## src/rtl/clock12_sequencer.sv

```systemverilog
// clock12_sequencer: sequences BCD hh:mm:ss counters into a 12-hour clock with AM/PM.
// Ports:
//   clk, reset            - clock, synchronous active-high reset
//   enable, run           - tick strobe, run/hold level
//   set_valid/set_ready   - time-set handshake; set_hh/mm/ss/pm are the load operands
//   hh, mm, ss, pm        - current time (BCD) and PM flag
//   set_err               - one-cycle pulse on a rejected set request
//   sec_tick              - one-cycle pulse when ss advances
module clock12_sequencer #(
  parameter int unsigned PRESCALE = 1
) (
  input  logic       clk,
  input  logic       reset,
  input  logic       enable,
  input  logic       run,
  input  logic       set_valid,
  output logic       set_ready,
  input  logic [7:0] set_hh,
  input  logic [7:0] set_mm,
  input  logic [7:0] set_ss,
  input  logic       set_pm,
  output logic [7:0] hh,
  output logic [7:0] mm,
  output logic [7:0] ss,
  output logic       pm,
  output logic       set_err,
  output logic       sec_tick
);

  localparam int unsigned PW = (PRESCALE > 1) ? $clog2(PRESCALE) : 1;

  typedef enum logic [1:0] {
    STOP = 2'd0,
    RUN  = 2'd1,
    LOAD = 2'd2
  } state_t;

  state_t        state, state_nxt;
  logic [PW-1:0] presc;
  logic [7:0]    ld_hh, ld_mm, ld_ss;
  logic          ld_pm;

  logic          handshake_c, set_ok_c, tick_c, advance_c;
  logic [7:0]    hh_inc_c, mm_inc_c, ss_inc_c;
  logic          pm_inc_c;

  function automatic logic bcd_ok(input logic [7:0] v);
    return (v[7:4] <= 4'd9) && (v[3:0] <= 4'd9);
  endfunction

  // Increment a valid BCD byte; low-digit 9 carries into the high digit.
  function automatic logic [7:0] bcd_inc(input logic [7:0] v);
    logic [3:0] hi, lo;
    hi = v[7:4];
    lo = v[3:0];
    if (lo == 4'd9) return {hi + 4'd1, 4'd0};
    else            return {hi, lo + 4'd1};
  endfunction

  // State register
  always_ff @(posedge clk) begin
    if (reset) state <= STOP;
    else       state <= state_nxt;
  end

  // Next-state logic
  always_comb begin
    state_nxt = state;
    case (state)
      STOP:    if (handshake_c && set_ok_c) state_nxt = LOAD;
               else if (run)                state_nxt = RUN;
      RUN:     if (handshake_c && set_ok_c) state_nxt = LOAD;
               else if (!run)               state_nxt = STOP;
      LOAD:    state_nxt = run ? RUN : STOP;
      default: state_nxt = STOP;
    endcase
  end

  // Handshake qualification, tick gating and the carry cascade
  always_comb begin
    handshake_c = set_valid && set_ready;
    set_ok_c    = bcd_ok(set_hh) && bcd_ok(set_mm) && bcd_ok(set_ss) &&
                  (set_hh >= 8'h01) && (set_hh <= 8'h12) &&
                  (set_mm <= 8'h59) && (set_ss <= 8'h59);
    // A tick coinciding with any handshake is dropped; LOAD never counts ticks.
    tick_c      = enable && (state == RUN) && !handshake_c;
    advance_c   = tick_c && (presc == PW'(PRESCALE - 1));

    ss_inc_c = (ss == 8'h59) ? 8'h00 : bcd_inc(ss);
    mm_inc_c = mm;
    hh_inc_c = hh;
    pm_inc_c = pm;
    if (ss == 8'h59) begin
      mm_inc_c = (mm == 8'h59) ? 8'h00 : bcd_inc(mm);
      if (mm == 8'h59) begin
        if (hh == 8'h12) hh_inc_c = 8'h01;
        else             hh_inc_c = bcd_inc(hh);
        if (hh == 8'h11) pm_inc_c = ~pm;
      end
    end
  end

  // Time registers, prescaler, operand capture and status pulses
  always_ff @(posedge clk) begin
    if (reset) begin
      hh        <= 8'h12;
      mm        <= 8'h00;
      ss        <= 8'h00;
      pm        <= 1'b0;
      presc     <= '0;
      set_err   <= 1'b0;
      sec_tick  <= 1'b0;
      set_ready <= 1'b1;
      ld_hh     <= 8'h12;
      ld_mm     <= 8'h00;
      ld_ss     <= 8'h00;
      ld_pm     <= 1'b0;
    end else begin
      set_err   <= handshake_c && !set_ok_c;
      sec_tick  <= advance_c;
      set_ready <= (state_nxt != LOAD);
      if (handshake_c && set_ok_c) begin
        ld_hh <= set_hh;
        ld_mm <= set_mm;
        ld_ss <= set_ss;
        ld_pm <= set_pm;
      end
      if (state == LOAD) begin
        hh    <= ld_hh;
        mm    <= ld_mm;
        ss    <= ld_ss;
        pm    <= ld_pm;
        presc <= '0;
      end else if (tick_c) begin
        presc <= advance_c ? '0 : presc + PW'(1);
        if (advance_c) begin
          hh <= hh_inc_c;
          mm <= mm_inc_c;
          ss <= ss_inc_c;
          pm <= pm_inc_c;
        end
      end
    end
  end

endmodule

```

## config.mk

```make
export PLATFORM = sky130hd
export DESIGN_NAME = clock12_sequencer
export DESIGN_NICKNAME = d
export VERILOG_FILES = /design/src/rtl/clock12_sequencer.sv
export SDC_FILE = /design/constraint.sdc
export NUM_CORES = 1
export LEC_CHECK = 0
export CAP_MARGIN = 20
export CORE_ASPECT_RATIO = 0.9
export CORE_MARGIN = 2
export CORE_UTILIZATION = 48
export DETAILED_ROUTE_END_ITERATION = 16
export PLACE_DENSITY = 0.74
export SYNTH_ARGS = -nofsm -noshare
export SYNTH_HDL_FRONTEND = slang
export SYNTH_SLANG_ARGS = --single-unit
```

## constraint.sdc

```tcl
create_clock -name clk -period 2.53 [get_ports clk]
set_input_delay 0.3795 -clock clk [delete_from_list [all_inputs] [get_ports clk]]
set_output_delay 0.3795 -clock clk [all_outputs]
set_load 0.1 [all_outputs]
```

==> run_results.csv <==
group,metric,value,unit
worst_setup_path,cp_max_fo,11,
floorplanning,die_y,76.3,um
synth,synth_area,2790,um^2
clock_tree,cts_buffers,5,
clock_tree,insertion_delay,0.31,ns
timing,hold_viol,0,
final_layout,multi_input_area,1520,um^2
final_layout,fill_cells,547,
synth,synthCells,334,
clock_tree,cts_max_level,2,
synth,synth-seq-area-share,0.402,
grt,grt_pass1_vias,2363,
place,io_buffers,57,
power,leakagePower,1.27,nW
routing,vias,2690,
grt,gr-total-overflow,0,
synth,ys.flop_type,"dfxtp_1",
synth,ys_warn_count,0,
power,powerDensity,434,nW/um^2
final_layout,areaGrowthSynthToFinish,24.6,%
timing,grt_setup_unrepaired,"false",
floorplanning,row_count,26,
timing,slew_headroom,0.654,
floorplanning,core_area,5630,um^2
synth,yosysUniqueCellTypes,48,
place,placed_area,3380,um^2
run_status,status,"finished, final reports clean",
timing,fin_crit_sh,0.855,
min_path,holdCritPathClass,"flip-flop to flip-flop",
timing,worst_pin_slew,0.519,ns
timing,setup_tns,0,ns
timing,maxSlewViolCount,0,
synth,synth_top_area_cell,"dfxtp_1",
routing,viasPerCell,5.86,
timing,min_period,2.16,ns
floorplanning,die_area,6430,um^2
worst_setup_path,arrival,2.39,ns
place,dp_hpwl,5.11,mm
power,p_total,1.51,mW
routing,wl_per_cell,15.3,um
clock_tree,cts_hold_buf,0,
floorplanning,die_width,84.3,um
routing,drtAntennaViolNets,0,
synth,syn-num-nets,374,
synth,syn_avg_cell_area,8.35,um^2
clock_tree,cts_tree,"yes",
final_layout,seq_area,1120,um^2
final_layout,design_area,3470,um^2
clock_tree,clk_path_buf_depth,2,
timing,fin_skew,0.00963,ns
clock_tree,cts-root-buf,"clkbuf_8",
synth,synth_edf_count,0,
routing,drc_errors,0,
routing,drt-initial-drc-count,165,
clock_tree,cts_setup_buffers,0,
synth,yosys.area.top_type_share,0.402,
flow_run,cap_viol_max_count,0,
floorplanning,pin_count,58,
grt,grt_first_pass_wirelength,11.6,mm
power,peakVddDrop,0.302,mV
worst_setup_path,startpoint_type,"flip-flop",
synth,async_flop_share,0,
routing,wl,7.03,mm
grt,antenna_found_initial,0,
clock_tree,path_clk_slew,0.10,ns
floorplanning,start_util,0.495,
synth,synth_area_leaders,"dfxtp_1, a21oi_1, nand3_1, ha_1, a211oi_1",
routing,drt-pass1-iter-count,5,
timing,setup_viol,0,
worst_setup_path,endpoint_kind,"flip-flop",
final_layout,nets,428,
timing,fmax,0.462,GHz
timing,holdWs,0.480,ns
clock_tree,postCtsResizedCells,0,
worst_setup_path,crit_type,"flip-flop to flip-flop",
grt,grt_usage,0.218,
final_layout,antennaDiodeCount,0,
clock_tree,clkSinkCount,56,
worst_setup_path,worst_ep_required_time,2.76,ns
place,place_congestion,0.864,
grt,grt_max_degree,33,
synth,ys_ff_latch,56,
final_layout,drive_gt1_frac,0.152,
==> power breakdown <==
group | switching, mW | total (mW) | internal, mW
clock network | 0.280 | 0.504 | 0.224
registers | 0.00232 | 0.886 | 0.884
logic | 0.0619 | 0.117 | 0.0553
total | 0.344 | 1.51 | 1.16
==> stage by stage <==
| stage | utilization | setup slack [ns] | std cells |
|---|---|---|---|
| floorplan | - | -0.0223 | 334 |
| global placement | 0.601 | 0.158 | 451 |
| detailed placement | 0.601 | 0.102 | 451 |
| CTS | 0.617 | 0.390 | 459 |
| global route | 0.617 | 0.152 | 459 |
| finish | 0.617 | 0.366 | 459 |
==> metal layers <==
layer	up-vias	track usage	wire length [um]
met5	-	0	0
met1	1259	0.333	3350
met2	83	0.313	3050
met3	11	0.0444	534
met4	0	0.0556	91
li1	1337	-	-
==> state kept, by name, indices dropped and copies added (netlist names) <==
signal     count
hh             8
ld_hh          8
ld_mm          8
ld_pm          1
ld_ss          8
mm             8
pm             1
presc          1
sec_tick       1
set_err        1
set_ready      1
ss             8
state          2
==> synth_stat cells (3+ instances only) <==
cell type / count
dfxtp_1: 56
a21oi_1: 34
nand3_1: 27
nor2_1: 26
clkbuf_1: 17
nor3_1: 16
a211oi_1: 14
nand2_1: 13
o21ai_0: 13
o21ai_1: 13
inv_1: 12
ha_1: 10
and3_1: 8
a31oi_1: 6
nor2b_1: 5
a311oi_1: 4
and3b_1: 4
buf_2: 4
nand2b_1: 4
or3_1: 4
a22oi_1: 3
a32oi_1: 3
and2_1: 3
nand4_1: 3
==> critical path: stages, from the launching register on <==
cell,delay (ns)
dfxtp_2,0.39
ha_1,0.16
and3b_1,0.32
a41oi_4,0.16
buf_4,0.20
a2111oi_4,0.54
nor2_1,0.09
a211oi_1,0.23
==> worst paths after layout <==
check                         from               endpoint  slack [ns]  cells past startpoint
max             ss[0]$_SDFFE_PP0P_     hh[7]$_SDFFE_PP0P_        0.37                      7
min          ld_ss[2]$_SDFFE_PP0N_  ld_ss[2]$_SDFFE_PP0N_        0.48                      2
max reg2reg     ss[0]$_SDFFE_PP0P_     hh[7]$_SDFFE_PP0P_        0.37                      7
min reg2reg  ld_ss[2]$_SDFFE_PP0N_  ld_ss[2]$_SDFFE_PP0N_        0.48                      2
==> cells in the final DEF (no fill, tap or decap), drive strengths merged, types with 3 or more instances in the layout <==
cell type	Yosys	layout
nor2	26	26
clkdlybuf4s50	0	29
nor3	16	16
a21oi	34	34
ha	10	10
nor2b	5	5
nand2	13	13
and3b	4	4
a31oi	6	6
nand4	3	3
nand2b	4	4
a32oi	3	3
a2111oi	3	3
a311oi	4	4
a211oi	14	14
and3	8	8
a22oi	3	3
or3	4	4
dfxtp	56	56
buf	7	42
clkbuf	17	8
nand3	27	27
inv	12	12
and2	3	3
o21ai	26	26
==> kinds of logic (layout without fill, tap and decap cells) <==
kind of cell               after synthesis  count (layout)  synth area share
DFF                                     56              56             0.402
xor gates and xnor gates                 2               2           0.00628
adders and majority gates               10              10            0.0449
AOI/OAI and AO/OA                      107             107             0.260
buffers and inverters                   36              91            0.0543
and+or+nand+nor                        123             123             0.232
==> cell type report <==
| type | count | share of cell area |
|---|---|---|
| inverters | 12 | 0.0130 |
| repair buffers | 71 | 0.174 |
| well taps | 70 | 0.0252 |
| multi-input cells | 242 | 0.438 |
| clock buffers | 8 | 0.0259 |
| flip-flops and latches | 56 | 0.324 |
Note: power is estimated with default switching activity, not from simulation.
